===== config.mk =====
export PLATFORM = sky130hd
export DESIGN_NAME = signal_light_ctrl_flat
export DESIGN_NICKNAME = d
export VERILOG_FILES = /design/src/rtl/signal_light_if.sv /design/src/rtl/signal_light_ctrl.sv /design/src/flat_wrapper.sv
export SDC_FILE = /design/constraint.sdc
export NUM_CORES = 1
export LEC_CHECK = 0
export BUFFER_PORTS_ARGS = -buffer_cell sky130_fd_sc_hd__buf_2
export CORE_MARGIN = 2
export CORE_UTILIZATION = 54
export CTS_CLUSTER_DIAMETER = 60
export CTS_CLUSTER_SIZE = 14
export DETAILED_ROUTE_END_ITERATION = 6
export GPL_ROUTABILITY_DRIVEN = 0
export PLACE_DENSITY = 0.82
export SKIP_LAST_GASP = 1
export SYNTH_ARGS = -nofsm -noshare
export SYNTH_HDL_FRONTEND = slang
export SYNTH_SLANG_ARGS = --single-unit

===== constraint.sdc =====
create_clock -name clk -period 4.71 [get_ports clk]
set_input_delay 0.471 -clock clk [delete_from_list [all_inputs] [get_ports clk]]
set_output_delay 0.471 -clock clk [all_outputs]
set_load 0.01 [all_outputs]

===== src/rtl/signal_light_if.sv =====
// Lamp/request bundle between the intersection scheduler and its environment.
// The master side drives the time base and requests, and the slave side (the
// scheduler) drives the lamps and status.
interface signal_light_if #(
  parameter int unsigned CW = 6
) ();

  logic          tick;
  logic          side_req;
  logic          ped_req;
  logic          emerg;
  logic [2:0]    light1;
  logic [2:0]    light2;
  logic [CW-1:0] count;
  logic          pend;
  logic [2:0]    phase;

  modport master (
    output tick, side_req, ped_req, emerg,
    input  light1, light2, count, pend, phase
  );

  modport slave (
    input  tick, side_req, ped_req, emerg,
    output light1, light2, count, pend, phase
  );

endinterface


===== src/rtl/signal_light_ctrl.sv =====
// Two-road intersection phase scheduler. The main road rests in green. Side-road
// and pedestrian requests are latched and served after the minimum main green.
// Emergency pre-empt reaches all-red through the yellow phases. All phase timing
// advances only on tick, so the block can run from a prescaled time base.
module signal_light_ctrl #(
  parameter int unsigned MAIN_MIN = 20,
  parameter int unsigned MAIN_Y   = 3,
  parameter int unsigned ALL_R    = 2,
  parameter int unsigned SIDE_G   = 10,
  parameter int unsigned SIDE_Y   = 3,
  parameter int unsigned CW       = 6
) (
  input logic           clk,
  input logic           rst,
  signal_light_if.slave bus
);

  typedef enum logic [2:0] {
    StMainG = 3'd0,
    StMainY = 3'd1,
    StAllR1 = 3'd2,
    StSideG = 3'd3,
    StSideY = 3'd4,
    StAllR2 = 3'd5,
    StEmerg = 3'd6
  } state_e;

  // Count is loaded with duration-1 on phase entry, so it reads 0 in the last tick.
  localparam logic [CW-1:0] LdMainG = CW'(MAIN_MIN - 1);
  localparam logic [CW-1:0] LdMainY = CW'(MAIN_Y - 1);
  localparam logic [CW-1:0] LdAllR  = CW'(ALL_R - 1);
  localparam logic [CW-1:0] LdSideG = CW'(SIDE_G - 1);
  localparam logic [CW-1:0] LdSideY = CW'(SIDE_Y - 1);

  state_e        state_q;
  state_e        nxt;
  logic [CW-1:0] count_q;
  logic [CW-1:0] ld;
  logic          pend_q;
  logic          go;
  logic          cnt_zero;
  logic          illegal;
  logic          enter_side;

  assign cnt_zero = (count_q == '0);

  // Transition decode: the phase the current one leads to, and whether it leaves on a tick.
  always_comb begin
    nxt     = StMainG;
    go      = 1'b0;
    illegal = 1'b0;
    case (state_q)
      StMainG: begin
        // Emergency cuts the main green short; otherwise rest here until a request is latched.
        nxt = StMainY;
        go  = bus.emerg | (cnt_zero & pend_q);
      end
      StMainY: begin
        nxt = StAllR1;
        go  = cnt_zero;
      end
      StAllR1: begin
        nxt = bus.emerg ? StEmerg : StSideG;
        go  = cnt_zero;
      end
      StSideG: begin
        nxt = StSideY;
        go  = bus.emerg | cnt_zero;
      end
      StSideY: begin
        nxt = StAllR2;
        go  = cnt_zero;
      end
      StAllR2: begin
        nxt = bus.emerg ? StEmerg : StMainG;
        go  = cnt_zero;
      end
      StEmerg: begin
        nxt = StAllR2;
        go  = ~bus.emerg;
      end
      default: begin
        nxt     = StMainG;
        illegal = 1'b1;
      end
    endcase
  end

  // Count reload value for the phase being entered; emergency parks at zero.
  always_comb begin
    ld = '0;
    case (nxt)
      StMainG: ld = LdMainG;
      StMainY: ld = LdMainY;
      StAllR1: ld = LdAllR;
      StSideG: ld = LdSideG;
      StSideY: ld = LdSideY;
      StAllR2: ld = LdAllR;
      StEmerg: ld = '0;
      default: ld = '0;
    endcase
  end

  // The edge that enters side green serves every request latched so far.
  assign enter_side = bus.tick & go & ~illegal & (nxt == StSideG);

  // Phase sequencer: state and countdown move only on tick; an illegal code recovers at once.
  always_ff @(posedge clk or posedge rst) begin
    if (rst) begin
      state_q <= StMainG;
      count_q <= LdMainG;
    end else if (illegal) begin
      state_q <= StMainG;
      count_q <= LdMainG;
    end else if (bus.tick) begin
      if (go) begin
        state_q <= nxt;
        count_q <= ld;
      end else if (!cnt_zero) begin
        count_q <= count_q - CW'(1);
      end
    end
  end

  // Request latch: samples on every edge, not tick-gated; a request coinciding with side-green
  // entry is dropped because that green serves it.
  always_ff @(posedge clk or posedge rst) begin
    if (rst) begin
      pend_q <= 1'b0;
    end else if (enter_side) begin
      pend_q <= 1'b0;
    end else begin
      pend_q <= pend_q | bus.side_req | bus.ped_req;
    end
  end

  // Lamp decode from the state register; anything unexpected shows all-red.
  always_comb begin
    bus.light1 = 3'b100;
    bus.light2 = 3'b100;
    case (state_q)
      StMainG: bus.light1 = 3'b001;
      StMainY: bus.light1 = 3'b010;
      StSideG: bus.light2 = 3'b001;
      StSideY: bus.light2 = 3'b010;
      default: begin
        bus.light1 = 3'b100;
        bus.light2 = 3'b100;
      end
    endcase
  end

  assign bus.count = count_q;
  assign bus.pend  = pend_q;
  assign bus.phase = state_q;

endmodule

===== src/flat_wrapper.sv =====
// flat-port wrapper written by rule: the top's interface ports become plain ports
module signal_light_ctrl_flat 
#(
  parameter int unsigned MAIN_MIN = 20,
  parameter int unsigned MAIN_Y   = 3,
  parameter int unsigned ALL_R    = 2,
  parameter int unsigned SIDE_G   = 10,
  parameter int unsigned SIDE_Y   = 3,
  parameter int unsigned CW       = 6
)
  (clk, rst, bus_tick, bus_side_req, bus_ped_req, bus_emerg, bus_light1, bus_light2, bus_count, bus_pend, bus_phase);
  signal_light_if #(.CW(CW)) bus_i ();
  input logic clk;
  input logic rst;
  input wire logic [$bits(bus_i.tick)-1:0] bus_tick;
  input wire logic [$bits(bus_i.side_req)-1:0] bus_side_req;
  input wire logic [$bits(bus_i.ped_req)-1:0] bus_ped_req;
  input wire logic [$bits(bus_i.emerg)-1:0] bus_emerg;
  output wire logic [$bits(bus_i.light1)-1:0] bus_light1;
  output wire logic [$bits(bus_i.light2)-1:0] bus_light2;
  output wire logic [$bits(bus_i.count)-1:0] bus_count;
  output wire logic [$bits(bus_i.pend)-1:0] bus_pend;
  output wire logic [$bits(bus_i.phase)-1:0] bus_phase;
  assign bus_i.tick = bus_tick;
  assign bus_i.side_req = bus_side_req;
  assign bus_i.ped_req = bus_ped_req;
  assign bus_i.emerg = bus_emerg;
  assign bus_light1 = bus_i.light1;
  assign bus_light2 = bus_i.light2;
  assign bus_count = bus_i.count;
  assign bus_pend = bus_i.pend;
  assign bus_phase = bus_i.phase;
  signal_light_ctrl #(.MAIN_MIN(MAIN_MIN), .MAIN_Y(MAIN_Y), .ALL_R(ALL_R), .SIDE_G(SIDE_G), .SIDE_Y(SIDE_Y), .CW(CW)) u_core (.clk(clk), .rst(rst), .bus(bus_i));
endmodule

# ---- Word-level counts from Yosys, hierarchy flattened
# Cells that the tools add are included.
dict set report totals {
  register_bits 10
  input_bits 6
  out_inout_bits 16
}
dict set report classes {
  add_sub_neg 1
  n_eq_ne 14
  muxes 15
  bitwise 9
  n_reduce_logical 10
}
# op n
set op_table {}
lappend op_table {{two-way mux 6 bit} 4}
lappend op_table {{one-hot mux 5 bit (4 select lines)} 1}
lappend op_table {{one-hot mux 3 bit (6 select lines)} 1}
lappend op_table {{equality test 3 bit, second input constant} 5}
lappend op_table {{two-way mux 3 bit} 5}
lappend op_table {{equality test 3 x 2 -> 1 bit, second input constant} 4}
lappend op_table {{one-hot mux 3 bit (2 select lines)} 2}
lappend op_table {{OR reduction 7 bit} 1}
lappend op_table {{equality test 3 x 1 -> 1 bit, second input constant} 2}
lappend op_table {{logical NOT 3 bit} 2}
lappend op_table {{logical NOT 6 bit} 1}
lappend op_table {{OR reduction 2 bit} 3}
lappend op_table {{subtractor 6 x 1 -> 6 bit, second input constant} 1}
lappend op_table {{AND 1 bit} 4}
lappend op_table {{inequality test 2 x 1 -> 1 bit, second input constant} 2}
lappend op_table {{OR 1 bit} 4}
lappend op_table {{one-hot mux 1 bit (4 select lines)} 1}
lappend op_table {{AND reduction 2 bit} 2}
lappend op_table {{OR reduction 4 bit} 1}
lappend op_table {{inequality test 3 x 2 -> 1 bit, second input constant} 1}
lappend op_table {{two-way mux 1 bit} 1}
lappend op_table {{NOT 1 bit} 1}

# ---- Longest topological paths before layout
# Gate-level depths: netlist of the first run.
dict set report depth {
  word_depth 9
  depth_mapped 8
  mapped_depth_nobuf 7
}

# ---- Worst setup path after synthesis of the first run
# OpenSTA, ideal clock, no wires.
dict set report synth_path {
  path_kind {reg-to-reg}
  from {register u_core.count_q[0], in the netlist u_core.bus.count[0]}
  to {register u_core.count_q[1], in the netlist u_core.bus.count[1]}
  setup_time_ns 0.072
  arrival_ns 1.877
  path_slack_ns 2.761
  path_stages_with_launch 8
  cell_sequence {dfstp_2 -> inv_1 -> ha_1 -> or3b_4 -> nor4b_2 -> or2_1 -> mux2_1 -> o21ai_1}
}
dict set report synth_via {
  elab_chain_cells 7
  elab_cells_between_ends 12
  cone_classes {add/sub: 1; eq/ne: 1; mux: 5; bitwise: 3; reduce/logical: 2}
}
# item line
set synth_rtl {}
lappend synth_rtl {{start: declaration} signal_light_ctrl.sv:37} ;# logic [CW-1:0] count_q;
lappend synth_rtl {{start signal: assignment} signal_light_ctrl.sv:111} ;# count_q <= LdMainG;
lappend synth_rtl {{start signal: assignment} signal_light_ctrl.sv:114} ;# count_q <= LdMainG;
lappend synth_rtl {{start signal: assignment} signal_light_ctrl.sv:118} ;# count_q <= ld;
lappend synth_rtl {{logical NOT 6 bit} signal_light_ctrl.sv:45} ;# assign cnt_zero = (count_q == '0);
lappend synth_rtl {{AND 1 bit} signal_light_ctrl.sv:56} ;# go = bus.emerg | (cnt_zero & pend_q);
lappend synth_rtl {{OR 1 bit} signal_light_ctrl.sv:56}
lappend synth_rtl {{one-hot mux 1 bit (4 select lines)} signal_light_ctrl.sv:52} ;# case (state_q)
lappend synth_rtl {{two-way mux 6 bit} signal_light_ctrl.sv:116} ;# if (go) begin
lappend synth_rtl {{two-way mux 6 bit} signal_light_ctrl.sv:115} ;# end else if (bus.tick) begin
lappend synth_rtl {{two-way mux 6 bit} signal_light_ctrl.sv:112} ;# end else if (illegal) begin
# Several ways; a longest one is shown, not always the timed one. The select of a mux whose other input is x is not followed.
# A chain may end at the register's enable or synchronous reset.

# ---- Worst setup path in the final report of the first run
dict set report layout_path {
  from {register u_core.count_q[0], in the netlist u_core.bus.count[0]}
  to {register u_core.count_q[0], in the netlist u_core.bus.count[0]}
}
# Same word-level chain as after synthesis.

==> results of run 1 <==
==> kinds of logic after synthesis <==
logic type	count (synthesis)	share of synthesized area [%]
AOI/OAI and AO/OA	33	29.6
and+or+nand+nor	33	24.1
buffers and inverters	10	5.73
DFF	10	31.4
adders and majority gates	3	4.33
xor gates and xnor gates	2	2.17
muxes	2	2.63
==> path summary, 6_finish.rpt <==
kind | to | cells after the start | slack (ns) | start
worst max-delay path | u_core.bus.count[0] | 7 | 2.54 | u_core.bus.count[0]
worst min-delay path | u_core.bus.count[5] | 2 | 0.17 | rst
worst max register to register | u_core.bus.count[0] | 7 | 2.54 | u_core.bus.count[0]
worst min register to register | u_core.bus.count[1] | 2 | 0.58 | u_core.bus.count[1]
max in group asynchronous | u_core.bus.count[4] | 2 | 4.20 | rst
min in group clk | u_core.bus.pend | 3 | 0.46 | bus_ped_req
==> final cells by class <==
type,count,area (µm²)
repair buffers,21,105
multi-input cells,73,508
inverters,6,22.5
clock buffers,4,26.3
well taps,15,18.8
fillers,124,415
flip-flops and latches,10,254
==> state kept, by name, indices dropped and copies added, names as in the netlist <==
name	count
u_core.bus.count	6
u_core.bus.phase	3
u_core.bus.pend	1
==> Yosys cell counts, types with 2 or more instances <==
master / n
dfstp_2: 3
a21oi_1: 4
o31ai_1: 3
nor4_1: 2
nor2_1: 7
nand2_1: 3
o21ai_1: 6
xor2_1: 2
o21ai_0: 8
or2_1: 2
ha_1: 2
clkbuf_1: 2
nand3_1: 3
nand2b_1: 3
nor3_1: 5
dfrtp_1: 7
inv_1: 6
==> metal layers <==
metal  up-vias  track usage (%)  routed length, µm
li1        396                -                  -
met1       385             34.3                957
met2        56             37.3                975
met3        10             4.26                165
met4         0             10.6                 60
met5         -                0                  0
==> power breakdown <==
part            total, W  internal (W)  switching (W)
Sequential      0.000204      0.000131      0.0000730
Combinational   0.000396      0.000168       0.000227
Clock          0.0000669     0.0000329      0.0000340
==> metrics by stage <==
stage                     instances  utilization, %
after global routing            129            69.2
after floorplan                  93               -
after detailed placement        125            67.3
final                           129            69.2
after CTS                       129            69.2
after global placement          125            67.3
==> results_dict.tcl, run 1 <==
set metrics [dict create \
    grt_max_degree 17 \
    io_pins 22 \
    clk_latency_ns 0.28 \
    cp_top_family "simple AND/OR/NAND/NOR gates" \
    synth.distinct_cells 42 \
    timing.hold.ws_ns 0.173 \
    ctsResizeCount 0 \
    final_common_cell "buf_2" \
    start_util_pct 59.9 \
    drtPass1Iterations 4 \
    drt_iter0_drc 41 \
    power_w 0.000666 \
    via_per_inst 6.57 \
    period_needed_ns 2.17 \
    async_reset_ff_share_pct 100 \
    antenna_cells 0 \
    critPathArrivalTime_ns 2.36 \
    synth_fp_nets 101 \
    synth.area.top_cells "dfrtp_1, dfstp_2, o21ai_0, o21ai_1, nor2_1" \
    finClkSkew_ns 0.00634 \
    postCtsSetupBuffers 0 \
    syn_area_per_cell_um2 8.69 \
    cp_max_fo 6 \
    post-dp-hpwl_mm 1.56 \
    drive_above_1_share_pct 29.8 \
    final_cell_mix "buf_2, o21ai_0, nor2_1, dfrtp_1" \
    fin_area_um2 935 \
    syn_to_final_growth_pct 15.6 \
    yosysSeqAreaShare_pct 31.4 \
    finalHoldViolations 0 \
    cts_tree "yes" \
    finish.net_count 123 \
    grt_pass1_wl_mm 3.41 \
    fin_ws_ns 2.54 \
    ctsHoldBuffers 0 \
    worst_pin_slew_ns 0.482 \
    die_h_um 42.7 \
    dp_slack_ns 2.58 \
    period_share_pct 46.2 \
    p_leak_nw 0.399 \
    numCtsBuffers 3 \
    cp_slowest_cell "dfstp_2" \
    wl_mm 2.16 \
    outcome "completed" \
    synth_top_area_share_pct 21.7 \
    overflow 0 \
    relSlewSlack_pct 67.6 \
    route.vias.total 847 \
    synthCells 93 \
    finalSetupViolations 0 \
    die-area_um2 1820 \
    globalRouteTotalUtil_pct 24.7 \
    peakVddDrop_mv 0.333 \
    row_count 13 \
    setup_tns_ns 0 \
    synth_edf_count 0 \
    path_cells "inv_1, ha_1, or3b_4, or2_0, o31ai_4, a221oi_1, a32oi_1" \
    placed_area_um2 908 \
    wire_per_inst_um 16.7 \
    synthFlopType "dfrtp_1" \
    die-width_um 42.7 \
    min_path_type "primary input to async pin" \
    clk_pin_slew_worst_paths_ns 0.08 \
    fmax_ghz 0.460 \
    root_buffer "clkbuf_4" \
    htree_num_levels 1 \
    postRouteAntennaNets 0 \
    cap_viol_max_count 0 \
    io_buffers 21 \
    criticalPathCategory "flip-flop to flip-flop" \
    core_um2 1350 \
    crit_path_start_kind "flip-flop" \
    route.detailed.drc 0 \
    yosysWarnings 0 \
    p_per_area_nw_per_um2 713 \
    clockBufferDepth 2 \
    grt_pass1_vias 713 \
    clock_sinks 10 \
    crit_required_ns 4.90 \
    ys_ff_latch 10 \
    cpPeakStageDelay_ns 0.39 \
    endpoint_kind "flip-flop" \
    slew_violations 0 \
    syn-cell-area_um2 808 \
    rsz0062_at_grt "no" \
    yosysTopAreaCell "dfrtp_1" \
    cp_num_buf_inv 1 \
    antenna_found_initial 0 \
]
Note: power is estimated with default switching activity, not from simulation.
==> run 2, diff against run 1 <==
--- a/config.mk
+++ b/config.mk
@@ -7,12 +7,12 @@
 export LEC_CHECK = 0
 export BUFFER_PORTS_ARGS = -buffer_cell sky130_fd_sc_hd__buf_2
 export CORE_MARGIN = 2
-export CORE_UTILIZATION = 54
+export CORE_UTILIZATION = 46
 export CTS_CLUSTER_DIAMETER = 60
 export CTS_CLUSTER_SIZE = 14
 export DETAILED_ROUTE_END_ITERATION = 6
 export GPL_ROUTABILITY_DRIVEN = 0
-export PLACE_DENSITY = 0.82
+export PLACE_DENSITY = 0.74
 export SKIP_LAST_GASP = 1
 export SYNTH_ARGS = -nofsm -noshare
 export SYNTH_HDL_FRONTEND = slang
==> constraint.sdc (replaced) <==
create_clock -name clk -period 2 [get_ports clk]
set_input_delay 0.2 -clock clk [delete_from_list [all_inputs] [get_ports clk]]
set_output_delay 0.2 -clock clk [all_outputs]
set_load 0.01 [all_outputs]
==> results_dict.tcl, run 2 (synthesis gave the netlist of run 1 again) <==
set metrics [dict create \
    finish.net_count 138 \
    antenna_cells 0 \
    finalHoldViolations 0 \
    period_share_pct 96.6 \
    placed_area_um2 1000 \
    crit_required_ns 2.18 \
    grt_pass1_wl_mm 3.66 \
    p_leak_nw 0.503 \
    route.detailed.drc 0 \
    crit_path_start_kind "flip-flop" \
    worst_pin_slew_ns 0.487 \
    post-dp-hpwl_mm 1.71 \
    finalSetupViolations 0 \
    criticalPathCategory "flip-flop to flip-flop" \
    clockBufferDepth 2 \
    antenna_found_initial 0 \
    peakVddDrop_mv 0.960 \
    largest_reg_flops 6 \
    rsz0062_at_grt "yes" \
    drtPass1Iterations 5 \
    fin_ws_ns 0.0673 \
    core_um2 1690 \
    cp_top_family "simple AND/OR/NAND/NOR gates" \
    path_cells "inv_2, ha_1, or3b_4, nor4b_4, buf_4, o21ai_4, buf_4, o32ai_2" \
    min_path_type "primary input to flip-flop" \
    critPathArrivalTime_ns 2.12 \
    fin_area_um2 1130 \
    period_needed_ns 1.93 \
    die_h_um 45.9 \
    cts_tree "yes" \
    final_common_cell "buf_2" \
    relSlewSlack_pct 67.5 \
    layoutNonFillerInstCount 146 \
    cap_viol_max_count 0 \
    die-area_um2 2110 \
    dp_slack_ns -0.0439 \
    cp_slowest_cell "or3b_4" \
    power_w 0.00192 \
    slew_violations 0 \
    drive_above_1_share_pct 46.5 \
    reg2reg_slack_ns 0.07 \
    cp_num_buf_inv 3 \
    io_pins 22 \
    htree_num_levels 1 \
    row_count 15 \
    cp_max_fo 5 \
    fillers 135 \
    finClkSkew_ns 0.00622 \
    grt_pass1_vias 751 \
    clock_sinks 10 \
    p_per_area_nw_per_um2 1700 \
    die-width_um 45.9 \
    crit_path_frequent_cell "buf_4" \
    grt_max_degree 16 \
    final_cell_mix "buf_2, buf_4, o21ai_0, nor2_1, dfrtp_1" \
    root_buffer "clkbuf_4" \
    fmax_ghz 0.517 \
    syn_to_final_growth_pct 39.8 \
    endpoint_kind "flip-flop" \
    clk_latency_ns 0.28 \
    cpPeakStageDelay_ns 0.40 \
    wl_mm 2.47 \
    timing.hold.ws_ns 0.176 \
    route.vias.total 937 \
    wire_per_inst_um 16.9 \
    globalRouteTotalUtil_pct 24.4 \
    via_per_inst 6.42 \
    start_util_pct 47.9 \
    drt_iter0_drc 34 \
    postRouteAntennaNets 0 \
    numCtsBuffers 3 \
    io_buffers 21 \
    clk_pin_slew_worst_paths_ns 0.07 \
    place_inst 139 \
    overflow 0 \
    outcome "completed" \
]
## run 2: changes by cell type in the layout (fill, tap and decap cells not counted), moves of 2 or more
cell	change
buf_4	+14
inv_1	-2
inv_2	+2
o21ai_1	-2
## run 2: layer usage
metal / track usage, % / share of wire (%) / vias up / wire [µm]
met4: 9.14 / 3.4 / 0 / 84
met2: 36.4 / 48 / 61 / 1170
met5: 0 / 0 / - / 0
met1: 35.4 / 41 / 441 / 1010
met3: 3.17 / 8.0 / 12 / 197
li1: - / - / 423 / -
## run 2: worst paths after layout
path | startpoint | to | cells past startpoint
worst max-delay path | u_core.bus.count[0] | u_core.bus.phase[1] | 8
worst min-delay path | bus_ped_req | u_core.bus.pend | 3
worst max register to register | u_core.bus.count[0] | u_core.bus.phase[1] | 8
worst min register to register | u_core.bus.pend | u_core.bus.pend | 2
max in group asynchronous | rst | u_core.bus.count[4] | 3
min in group asynchronous | rst | u_core.bus.count[3] | 3
## run 2: per-stage QoR
stage / setup TNS, ns / utilization [%]
after floorplan: 0 / -
after global placement: 0 / 59.3
after detailed placement: -0.0825 / 59.3
after CTS: -0.0576 / 62.9
after global routing: -0.0309 / 66.9
final: 0 / 66.9
## run 2: area by class of cell
class	count	area (µm²)	area share [%]
clock buffers	4	36.3	3.21
inverters	6	22.5	1.99
multi-input cells	73	576	50.9
flip-flops and latches	10	254	22.5
well taps	17	21.3	1.88
repair buffers	36	220	19.5
## run 2: worst min-delay path: cells and delay by family
family                 cells  cell delay [ns]
AND/OR/NAND/NOR            1             0.03
buffers and inverters      1             0.07
AO/OA/AOI/OAI              1             0.10
## run 2: report_power, final
group | total [W] | switching, W | internal (W)
Clock | 0.000191 | 0.0000803 | 0.000111
Combinational | 0.00136 | 0.000750 | 0.000610
Sequential | 0.000372 | 0.0000642 | 0.000308
Total | 0.00192 | 0.000894 | 0.00103
## run 2: timing repair
item                                    4_1_cts  5_1_grt
pin swaps                                     0        6
endpoints found under the setup margin        3        7
hold buffers                                  1        0
buffers inserted                              2        0
endpoints found under the hold margin         7        0
resized for setup                             0       15
